**config.mk**
```make
export PLATFORM = sky130hd
export DESIGN_NAME = slow_read_event_ctrl
export DESIGN_NICKNAME = d
export VERILOG_FILES = /design/src/rtl/slow_read_event_pkg.sv /design/src/rtl/sat_updown_counter.sv /design/src/rtl/slow_read_event_ctrl.sv
export SDC_FILE = /design/constraint.sdc
export NUM_CORES = 1
export LEC_CHECK = 0
export ABC_AREA = 1
export ABC_CLOCK_PERIOD_IN_PS = 2930
export BUFFER_PORTS_ARGS = -buffer_cell sky130_fd_sc_hd__buf_4
export CAP_MARGIN = 20
export CORE_ASPECT_RATIO = 0.5
export CORE_MARGIN = 2
export CORE_UTILIZATION = 24
export CTS_CLUSTER_DIAMETER = 50
export DETAILED_ROUTE_END_ITERATION = 8
export HOLD_SLACK_MARGIN = 0.03
export SLEW_MARGIN = 20
export SYNTH_ARGS = -nofsm -noshare
export SYNTH_HDL_FRONTEND = slang
export SYNTH_SLANG_ARGS = --single-unit
```
**constraint.sdc**
```tcl
create_clock -name clk2 -period 2.93 [get_ports clk2]
set_input_delay 0.4395 -clock clk2 [delete_from_list [all_inputs] [get_ports clk2]]
set_output_delay 0.4395 -clock clk2 [all_outputs]
set_load 0.1 [all_outputs]
```
**src/rtl/slow_read_event_pkg.sv**
```systemverilog
// Shared types and defaults for the slow-domain read event controller.
// State encoding, parameter defaults and timeout counter sizing.
package slow_read_event_pkg;

  typedef enum logic [1:0] {
    IDLE = 2'd0,
    REQ  = 2'd1,
    WAIT = 2'd2
  } state_t;

  localparam int CNT_W_DEF     = 4;
  localparam int ADDR_W_DEF    = 8;
  localparam int TO_CYCLES_DEF = 64;

  function automatic int to_cnt_w(input int to_cycles);
    int w;
    w = $clog2(to_cycles);
    return (w < 1) ? 1 : w;
  endfunction

endpackage

```
**src/rtl/sat_updown_counter.sv**
```systemverilog
// Saturating up/down counter holding received but unissued events.
// sat_hit flags an increment lost because the count is already at max.
module sat_updown_counter #(
  parameter int CNT_W = 4
) (
  input  logic             clk2,
  input  logic             sys_rst_n,
  input  logic             inc,
  input  logic             dec,
  output logic [CNT_W-1:0] count,
  output logic             sat_hit
);

  localparam logic [CNT_W-1:0] ONE = CNT_W'(1);
  localparam logic [CNT_W-1:0] MAX = '1;

  assign sat_hit = inc & ~dec & (count == MAX);

  // count moves by one on a lone inc or dec, holds at the ends
  always_ff @(posedge clk2 or negedge sys_rst_n) begin
    if (!sys_rst_n) begin
      count <= '0;
    end else if (inc && !dec && count != MAX) begin
      count <= count + ONE;
    end else if (!inc && dec && count != '0) begin
      count <= count - ONE;
    end
  end

endmodule

```
**src/rtl/slow_read_event_ctrl.sv**
```systemverilog
// Turns synchronized read pulses into valid/ready read requests
// with incrementing address, completion timeout and sticky errors.
module slow_read_event_ctrl
  import slow_read_event_pkg::*;
#(
  parameter int CNT_W     = CNT_W_DEF,
  parameter int ADDR_W    = ADDR_W_DEF,
  parameter int TO_CYCLES = TO_CYCLES_DEF
) (
  input  logic              clk2,
  input  logic              sys_rst_n,
  input  logic              read_pulse,
  output logic              rd_req_valid,
  input  logic              rd_req_ready,
  output logic [ADDR_W-1:0] rd_addr,
  input  logic              rd_done,
  output logic [CNT_W-1:0]  pending,
  output logic              busy,
  output logic              overflow,
  output logic              timeout_err,
  input  logic              clr_err
);

  localparam int TW = to_cnt_w(TO_CYCLES);
  localparam logic [TW-1:0] TO_LAST = TW'(TO_CYCLES - 1);
  localparam logic [TW-1:0] T_ONE = TW'(1);
  localparam logic [ADDR_W-1:0] A_ONE = ADDR_W'(1);

  state_t        state;
  logic [TW-1:0] tcnt;
  logic          accept;
  logic          sat_hit;
  logic          to_hit;

  assign accept = rd_req_valid & rd_req_ready;
  // a completion on the last cycle beats the timeout
  assign to_hit = (state == WAIT) & ~rd_done & (tcnt == TO_LAST);

  sat_updown_counter #(
    .CNT_W(CNT_W)
  ) u_pending (
    .clk2     (clk2),
    .sys_rst_n(sys_rst_n),
    .inc      (read_pulse),
    .dec      (accept),
    .count    (pending),
    .sat_hit  (sat_hit)
  );

  // request sequencer: issue one request per pending event
  always_ff @(posedge clk2 or negedge sys_rst_n) begin
    if (!sys_rst_n) begin
      state        <= IDLE;
      rd_req_valid <= 1'b0;
      rd_addr      <= '0;
      busy         <= 1'b0;
      tcnt         <= '0;
    end else begin
      unique case (state)
        IDLE: begin
          if (pending != '0) begin
            state        <= REQ;
            rd_req_valid <= 1'b1;
            busy         <= 1'b1;
          end
        end
        REQ: begin
          if (rd_req_ready) begin
            state        <= WAIT;
            rd_req_valid <= 1'b0;
            rd_addr      <= rd_addr + A_ONE;
            tcnt         <= '0;
          end
        end
        WAIT: begin
          if (rd_done || to_hit) begin
            state <= IDLE;
            busy  <= 1'b0;
          end else begin
            tcnt <= tcnt + T_ONE;
          end
        end
        default: begin
          state        <= IDLE;
          rd_req_valid <= 1'b0;
          busy         <= 1'b0;
        end
      endcase
    end
  end

  // sticky error flags; a new error beats a clear
  always_ff @(posedge clk2 or negedge sys_rst_n) begin
    if (!sys_rst_n) begin
      overflow    <= 1'b0;
      timeout_err <= 1'b0;
    end else begin
      if (sat_hit) begin
        overflow <= 1'b1;
      end else if (clr_err) begin
        overflow <= 1'b0;
      end
      if (to_hit) begin
        timeout_err <= 1'b1;
      end else if (clr_err) begin
        timeout_err <= 1'b0;
      end
    end
  end

endmodule

```
==> results of run 1 <==
## flip-flops by register name, indices dropped and copies added, names as in the netlist
name,flops
tcnt,6
timeout_err,1
u_pending.count,4
rd_addr,8
state,2
busy,1
rd_req_valid,1
overflow,1
## kinds of logic after synthesis
kind of cell | synth area share, %
AND/OR/NAND/NOR | 36.80
XOR/XNOR | 3.797
adder cells (fa/ha/maj) | 5.063
buffers and inverters | 6.781
AO/OA/AOI/OAI | 4.159
flip-flops | 43.40
## area by class of cell
cell class              count  area [um2]  area share [%]
clock buffers               3       75.07           4.396
inverters                  25       93.84           5.494
multi-input cells         123       689.4           40.37
flip-flops and latches     24       600.6           35.16
well taps                  73       91.34           5.348
repair buffers             21       157.7           9.231
## final timing paths
kind | start | endpoint | slack (ns) | depth (start not counted)
hold reg to reg | busy$_DFFE_PN0P_ | busy$_DFFE_PN0P_ | 0.48 | 2
max in group asynchronous | sys_rst_n | tcnt[1]$_DFFE_PN0P_ | 2.62 | 1
setup / recovery | u_pending.count[0]$_DFFE_PN0P_ | u_pending.count[3]$_DFFE_PN0P_ | 1.16 | 11
setup reg to reg | u_pending.count[0]$_DFFE_PN0P_ | u_pending.count[3]$_DFFE_PN0P_ | 1.16 | 11
hold / removal | sys_rst_n | u_pending.count[2]$_DFFE_PN0P_ | 0.07 | 1
min in group clk2 | clr_err | overflow$_DFFE_PN0P_ | 0.38 | 2
## cell usage in the layout, fill, tap and decap left out, types with 4 or more instances in the layout
cell type  instances
inv_1             21
nand2_1           59
nand3_1           12
nand2_4            5
inv_2              4
xor2_1             5
dfrtp_1           24
nor2_1             7
buf_4             21
nand4_1            5
ha_1               4
## per-layer routing
layer / share of wire (%) / vias up / GRT usage (%)
li1: - / 587 / -
met1: 46 / 505 / 10.89
met2: 49 / 18 / 15.85
met3: 3.1 / 6 / 2.197
met4: 1.7 / 0 / 3.351
met5: 0 / - / 0
## through the flow
stage               instances  setup WS (ns)  cell area [um2]
floorplan                 172         0.6185             1384
global placement          266          1.109             1633
detailed placement        266          1.048             1633
CTS                       269          1.143             1708
global route              269         0.9900             1708
finish                    269          1.162             1708
==> metrics.md, run 1 <==
| Metric | Value |
|---|---|
| Area growth from synthesis to layout | `23.42%` |
| CTS buffer count | `3` |
| Delay-heaviest family, CP | `simple AND/OR/NAND/NOR gates` |
| Drt total wl | `2.625 mm` |
| Crit path buffers/inverters | `1` |
| Clock latency on the worst-skew pair | `0.26 ns` |
| Unique masters post-synth | `26` |
| CP Max Fanout | `7` |
| Starting DRT DRC Count | `39` |
| Root buf cell | `clkbuf_16` |
| Routed Antenna Nets | `0` |
| Worst-margin pin slew | `0.3126 ns` |
| Kind of critical path | `reg -> reg` |
| Setup TNS | `0 ns` |
| Final Skew | `0.002843 ns` |
| Initial core utilization | `25.09%` |
| DRT Pass-1 Iters | `4` |
| Synth top cells by count | `nand2_1 (59), dfrtp_1 (24), inv_1 (21), nand3_1 (12), nor2_1 (7)` |
| # clock sinks | `24` |
| Postcts setup bufs | `0` |
| Gr ovfl total | `0` |
| DP HPWL | `2.047 mm` |
| Top-area cell type share of the netlist area | `43.40%` |
| Tmin final | `1.768 ns` |
| Number of synthesized flops with an enable pin | `0` |
| Async S/R FF share, synth | `100.0%` |
| Vias in the first global route | `1,057` |
| Seq/Total Area, Yosys | `43.40%` |
| Crit share post-route | `60.35%` |
| Setup violators final | `0` |
| Synth top area cells | `dfrtp_1 (43%), nand2_1 (16%), inv_1 (5.7%)` |
| Netlist Area Pre-Place | `1384 um2` |
| Hold WS | `0.07036 ns` |
| CP Capture Type | `flip-flop` |
| TritonCTS clock tree | `yes` |
| RD Place Congestion | `0.8135` |
| Most used cell along the critical path | `nand2_1` |
| Slew HR | `79.16%` |
| RSZ-0062 raised after global routing | `no` |
| Port bufs | `21` |
| Die H | `57.70 um` |
| # diodes | `0` |
| DRC Markers | `0` |
| Synthesized net count | `183` |
| Clk slew on worst S/H paths | `0.06 ns` |
| Achievable frequency | `565.6 MHz` |
| Fin. max-slew vios | `0` |
| Util after Layout | `30.97%` |
| Post-Synthesis Cells | `172` |
| Count leader, synth | `nand2_1` |
| Crit path max-delay cell type | `dfrtp_1` |
| Site row count | `19` |
| Share of layout cells above drive strength 1 | `21.43%` |
| Syn avg cell area | `8.046 um2` |
| CP Cell Sequence | `nand4_1 -> nand2_1 -> ha_1 -> nand2_1 -> inv_1 -> nand2_1 -> nand3_1 -> nand2_1 -> nand2_1 -> nand2_1 -> nand2_1` |
| Largest net degree at the start of global routing | `25` |
| Core ar. | `5515 um2` |
| Status | `finished clean` |
| Hold Vio Cnt, Final | `0` |
| Crit path largest cell delay | `0.50 ns` |
| First-pass GRT wire length | `4.719 mm` |
| Synth area leader | `dfrtp_1` |
| Vias per inst | `4.149` |
| I/O pin cnt | `22` |
| Die width | `111.4 um` |
| Clock Path Buffers | `2` |
| Post-CTS sizing | `0` |
| CP required | `3.08 ns` |
| Flop and latch count out of synthesis | `24` |
| # hold bufs at CTS | `0` |
| WP data arrival | `1.92 ns` |
| Startpoint Class | `flip-flop` |
| H-tree levels | `1` |
| FILL cells | `577` |
| Via count | `1,116` |
| Routed WL per cell | `9.758 um` |
| Predominant post-synthesis flop cell | `dfrtp_1` |
| Die area | `6426 um2` |
| Final net count | `209` |
| Min-Delay Path Class | `in -> async` |
| Initial antenna violation count | `0` |
| Gr usage total | `8.961%` |
| Ys Warns | `0` |
| MaxCap Viol Count | `0` |
Power of run 1 is left out: the tool's default activity adds up to more than one toggle a clock period on the data nets, which glitch-free logic cannot reach.
==> run 2, diff against run 1 <==
ABC_AREA = 0   (was 1)
ABC_CLOCK_PERIOD_IN_PS = 1800   (was 2930)
clock period = 1.8 ns   (was 2.93 ns; I/O delays follow)
==> run 2 against run 1 <==
  * Register-to-register slack got worse by 1.1 ns
  * First-iteration DRC count increased by 110%
  * Global-route usage is 0.49 points higher
  * Clock skew up 0.0010 ns
  * Worst setup slack got worse by 1.1 ns
  * Clock-buffer cell count rose by 1
  * Die area shrank 12%
  * Non-clock buffer count grew 13
  * Routed wire length down 2.6%
  * Highest routed layer unchanged
==> metrics.md, run 2 <==
| Metric | Value |
|---|---|
| Status | `finished clean (unchanged)` |
| Worst reg-to-reg path cell count | `7 (was 11)` |
| # diodes | `0 (unchanged)` |
| Unique masters post-synth | `35 (was 26)` |
| Netlist Area Pre-Place | `1205 um2 (was 1384 um2)` |
| CTS buffer count | `3 (unchanged)` |
| Crit path buffers/inverters | `0 (was 1)` |
| Achievable frequency | `564.1 MHz (was 565.6 MHz)` |
| Slew HR | `69.23% (was 79.16%)` |
| Gr usage total | `9.455% (was 8.961%)` |
| Clock Path Buffers | `2 (unchanged)` |
| Util after Layout | `33.77% (was 30.97%)` |
| Syn avg cell area | `10.30 um2 (was 8.046 um2)` |
| Leading cell type in the layout, fill and taps excluded | `buf_4 (was nand2_1)` |
| Kind of critical path | `reg -> reg (unchanged)` |
| Vias per inst | `4.300 (was 4.149)` |
| Flop and latch count out of synthesis | `24 (unchanged)` |
| Largest register FFs | `8 (unchanged)` |
| Post-Synthesis Cells | `117 (was 172)` |
| Core ar. | `4887 um2 (was 5515 um2)` |
| Seq/Total Area, Yosys | `49.84% (was 43.40%)` |
| Synth area leader | `dfrtp_1 (unchanged)` |
| Predominant post-synthesis flop cell | `dfrtp_1 (unchanged)` |
| Share of layout cells above drive strength 1 | `35.29% (was 21.43%)` |
| Hold EP | `overflow$_DFFE_PN0P_` |
| Ys Warns | `0 (unchanged)` |
| FILL cells | `496 (was 577)` |
| Worst flop-to-flop path startpoint | `u_pending.count[3]$_DFFE_PN0P_ (was u_pending.count[0]$_DFFE_PN0P_)` |
| Final Skew | `0.003875 ns (was 0.002843 ns)` |
| DRT Pass-1 Iters | `4 (unchanged)` |
| Largest regs | `rd_addr: 8 flops, tcnt: 6 flops, u_pending.count: 4 flops (unchanged)` |
| CP Max Fanout | `4 (was 7)` |
| CP Cell Sequence | `nand4_1 -> nand3_4 -> ha_1 -> xor2_2 -> nor3b_2 -> a21oi_1 -> o21ai_0 (was nand4_1 -> nand2_1 -> ha_1 -> nand2_1 -> inv_1 -> nand2_1 -> nand3_1 -> nand2_1 -> nand2_1 -> nand2_1 -> nand2_1)` |
| First-pass GRT wire length | `4.222 mm (was 4.719 mm)` |
| H-tree levels | `1 (unchanged)` |
| Synth top cells by count | `dfrtp_1 (24), nand2_1 (11), nor2_1 (10), nand3_1 (8) (was nand2_1 (59), dfrtp_1 (24), inv_1 (21), nand3_1 (12), nor2_1 (7))` |
| MaxCap Viol Count | `0 (unchanged)` |
| Most flop-heavy register | `rd_addr (unchanged)` |
| Async S/R FF share, synth | `100.0% (unchanged)` |
| Count leader, synth | `dfrtp_1 (was nand2_1)` |
| Gr ovfl total | `0 (unchanged)` |
| Fin. max-slew vios | `0 (unchanged)` |
| Final Cell Area | `1650 um2 (was 1708 um2)` |
| Die width | `104.2 um (was 111.4 um)` |
| Setup WS post-layout | `0.02711 ns (was 1.162 ns)` |
| Die area | `5637 um2 (was 6426 um2)` |
| Clk slew on worst S/H paths | `0.08 ns (was 0.06 ns)` |
| Clock latency on the worst-skew pair | `0.27 ns (was 0.26 ns)` |
| Final net count | `165 (was 209)` |
| Worst-margin pin slew | `0.4585 ns (was 0.3126 ns)` |
| CP Capture Type | `flip-flop (unchanged)` |
| Drt total wl | `2.558 mm (was 2.625 mm)` |
| Crit path max-delay cell type | `dfrtp_4 (was dfrtp_1)` |
| DP HPWL | `1.882 mm (was 2.047 mm)` |
| Reg2reg end | `u_pending.count[2]$_DFFE_PN0P_ (was u_pending.count[3]$_DFFE_PN0P_)` |
| Root buf cell | `clkbuf_8 (was clkbuf_16)` |
| Starting DRT DRC Count | `81 (was 39)` |
| RSZ-0062 raised after global routing | `yes (was no)` |
| Delay-heaviest family, CP | `flip-flops (was simple AND/OR/NAND/NOR gates)` |
| Initial antenna violation count | `0 (unchanged)` |
| Vias in the first global route | `873 (was 1,057)` |
| Hold Vio Cnt, Final | `0 (unchanged)` |
| Initial core utilization | `24.65% (was 25.09%)` |
| WP data arrival | `1.92 ns (about the same)` |
| Synth top area cells | `dfrtp_1 (50%), xor2_1 (4.4%), ha_1 (4.2%) (was dfrtp_1 (43%), nand2_1 (16%), inv_1 (5.7%))` |
| Placed cell areas | `1550 um2 (was 1633 um2)` |
| Startpoint Class | `flip-flop (unchanged)` |
| Top-area cell type share of the netlist area | `49.84% (was 43.40%)` |
| TritonCTS clock tree | `yes (unchanged)` |
| I/O pin cnt | `22 (unchanged)` |
| DRC Markers | `0 (unchanged)` |
| # clock sinks | `24 (unchanged)` |
| RD Place Congestion | `0.7432 (was 0.8135)` |
| Worst Hold Launch | `clr_err` |
| Crit share post-route | `98.49% (was 60.35%)` |
| Synthesized net count | `128 (was 183)` |
| Via count | `959 (was 1,116)` |
| Commonest cells after routing, fill and taps aside | `buf_4 (33), dfrtp_1 (17), nand2_1 (11) (was nand2_1 (59), dfrtp_1 (24), inv_1 (21), buf_4 (21), nand3_1 (12))` |
| Crit path largest cell delay | `0.48 ns (was 0.50 ns)` |
| Port bufs | `21 (unchanged)` |
| Die H | `54.10 um (was 57.70 um)` |
| Min-Delay Path Class | `in -> reg (was in -> async)` |
| Largest net degree at the start of global routing | `25 (unchanged)` |
| Routed Antenna Nets | `0 (unchanged)` |
| Setup TNS | `0 ns (unchanged)` |
| Placement Setup Slack | `-0.02183 ns (was 1.048 ns)` |
| CP required | `1.95 ns (was 3.08 ns)` |
| Site row count | `18 (was 19)` |
| Tmin final | `1.773 ns (was 1.768 ns)` |
| Setup violators final | `0 (unchanged)` |
| Routed WL per cell | `11.47 um (was 9.758 um)` |
| Number of synthesized flops with an enable pin | `0 (unchanged)` |
| Flop-to-flop setup slack | `0.03 ns (was 1.16 ns)` |
| Hold path cells | `2` |
| Area growth from synthesis to layout | `36.97% (was 23.42%)` |
run 2: cell count changes in the layout (fill, tap and decap cells not counted), sizes merged, moves of 2 or more:
cell    change
or3b        +2
nand3       -4
xnor2       +4
buf        +12
a21oi       +2
o22ai       +2
nor3b       +2
nand2      -55
o31ai       +2
o211ai      +3
nor2        -2
inv        -19
run 2: what timing repair did:
item / in CTS / in global routing
gates resized for setup: 2 / 2
pin swaps: 3 / 3
endpoints found under the hold margin: 24 / 0
cloned: 0 / 0
setup endpoints to repair: 1 / 2
hold buffers: 1 / 0
buffers inserted: 2 / 0
run 2: cells by family (layout without fill, tap and decap cells):
kind of cell    count (synthesis)  count (layout)  synth area share (%)
xor+xnor                       11              11                 7.996
compound gates                 20              20                 10.38
buf+inv                         8              44                 2.699
fa+ha+maj                       5               5                 5.815
flops                          24              24                 49.84
mux                             2               2                 1.765
simple gates                   47              47                 21.50
run 2: worst reg2reg max path, cell delays in order (launching register included):
cell and delay (ns):
dfrtp_4 0.48, nand4_1 0.17, nand3_4 0.13, ha_1 0.35, xor2_2 0.20, nor3b_2 0.15, a21oi_1 0.10, o21ai_0 0.08
run 2: metrics by stage:
step	cells	hold WS, ns
6_report	223	0.2076
5_1_grt	223	0.2085
4_1_cts	223	0.2025
3_5_place_dp	216	0.1917
3_3_place_gp	216	0.1880
2_1_floorplan	117	-0.02559
run 2: worst max-delay path by stage:
stage	start	endpoint	slack (ns)	cells after the start
3_3_place_gp	rd_req_valid$_DFFE_PN0P_	u_pending.count[3]$_DFFE_PN0P_	0.02	7
3_5_place_dp	rd_req_valid$_DFFE_PN0P_	u_pending.count[3]$_DFFE_PN0P_	-0.02	7
4_1_cts	u_pending.count[0]$_DFFE_PN0P_	u_pending.count[3]$_DFFE_PN0P_	-0.0006	7
2_1_floorplan	u_pending.count[1]$_DFFE_PN0P_	u_pending.count[3]$_DFFE_PN0P_	-0.15	7
5_1_grt	u_pending.count[3]$_DFFE_PN0P_	u_pending.count[3]$_DFFE_PN0P_	-0.14	7
6_report	u_pending.count[3]$_DFFE_PN0P_	u_pending.count[2]$_DFFE_PN0P_	0.03	7
run 2: area by class of cell:
cell class	count	area, um2	share of cell area (%)
sequential	24	621.8	37.68
multi-input combinational	85	615.6	37.30
timing repair buffer	34	257.7	15.62
tap	70	87.58	5.307
clock buffer	4	45.04	2.729
inverter	6	22.52	1.365
run 2: metal layers:
layer,up-vias,share of wire (%),GRT usage (%)
li1,489,-,-
met1,456,48,11.92
met2,12,48,17.32
met3,2,3.4,2.300
met4,0,0.27,1.351
met5,-,0,0
Power of run 2 is left out for the same reason.
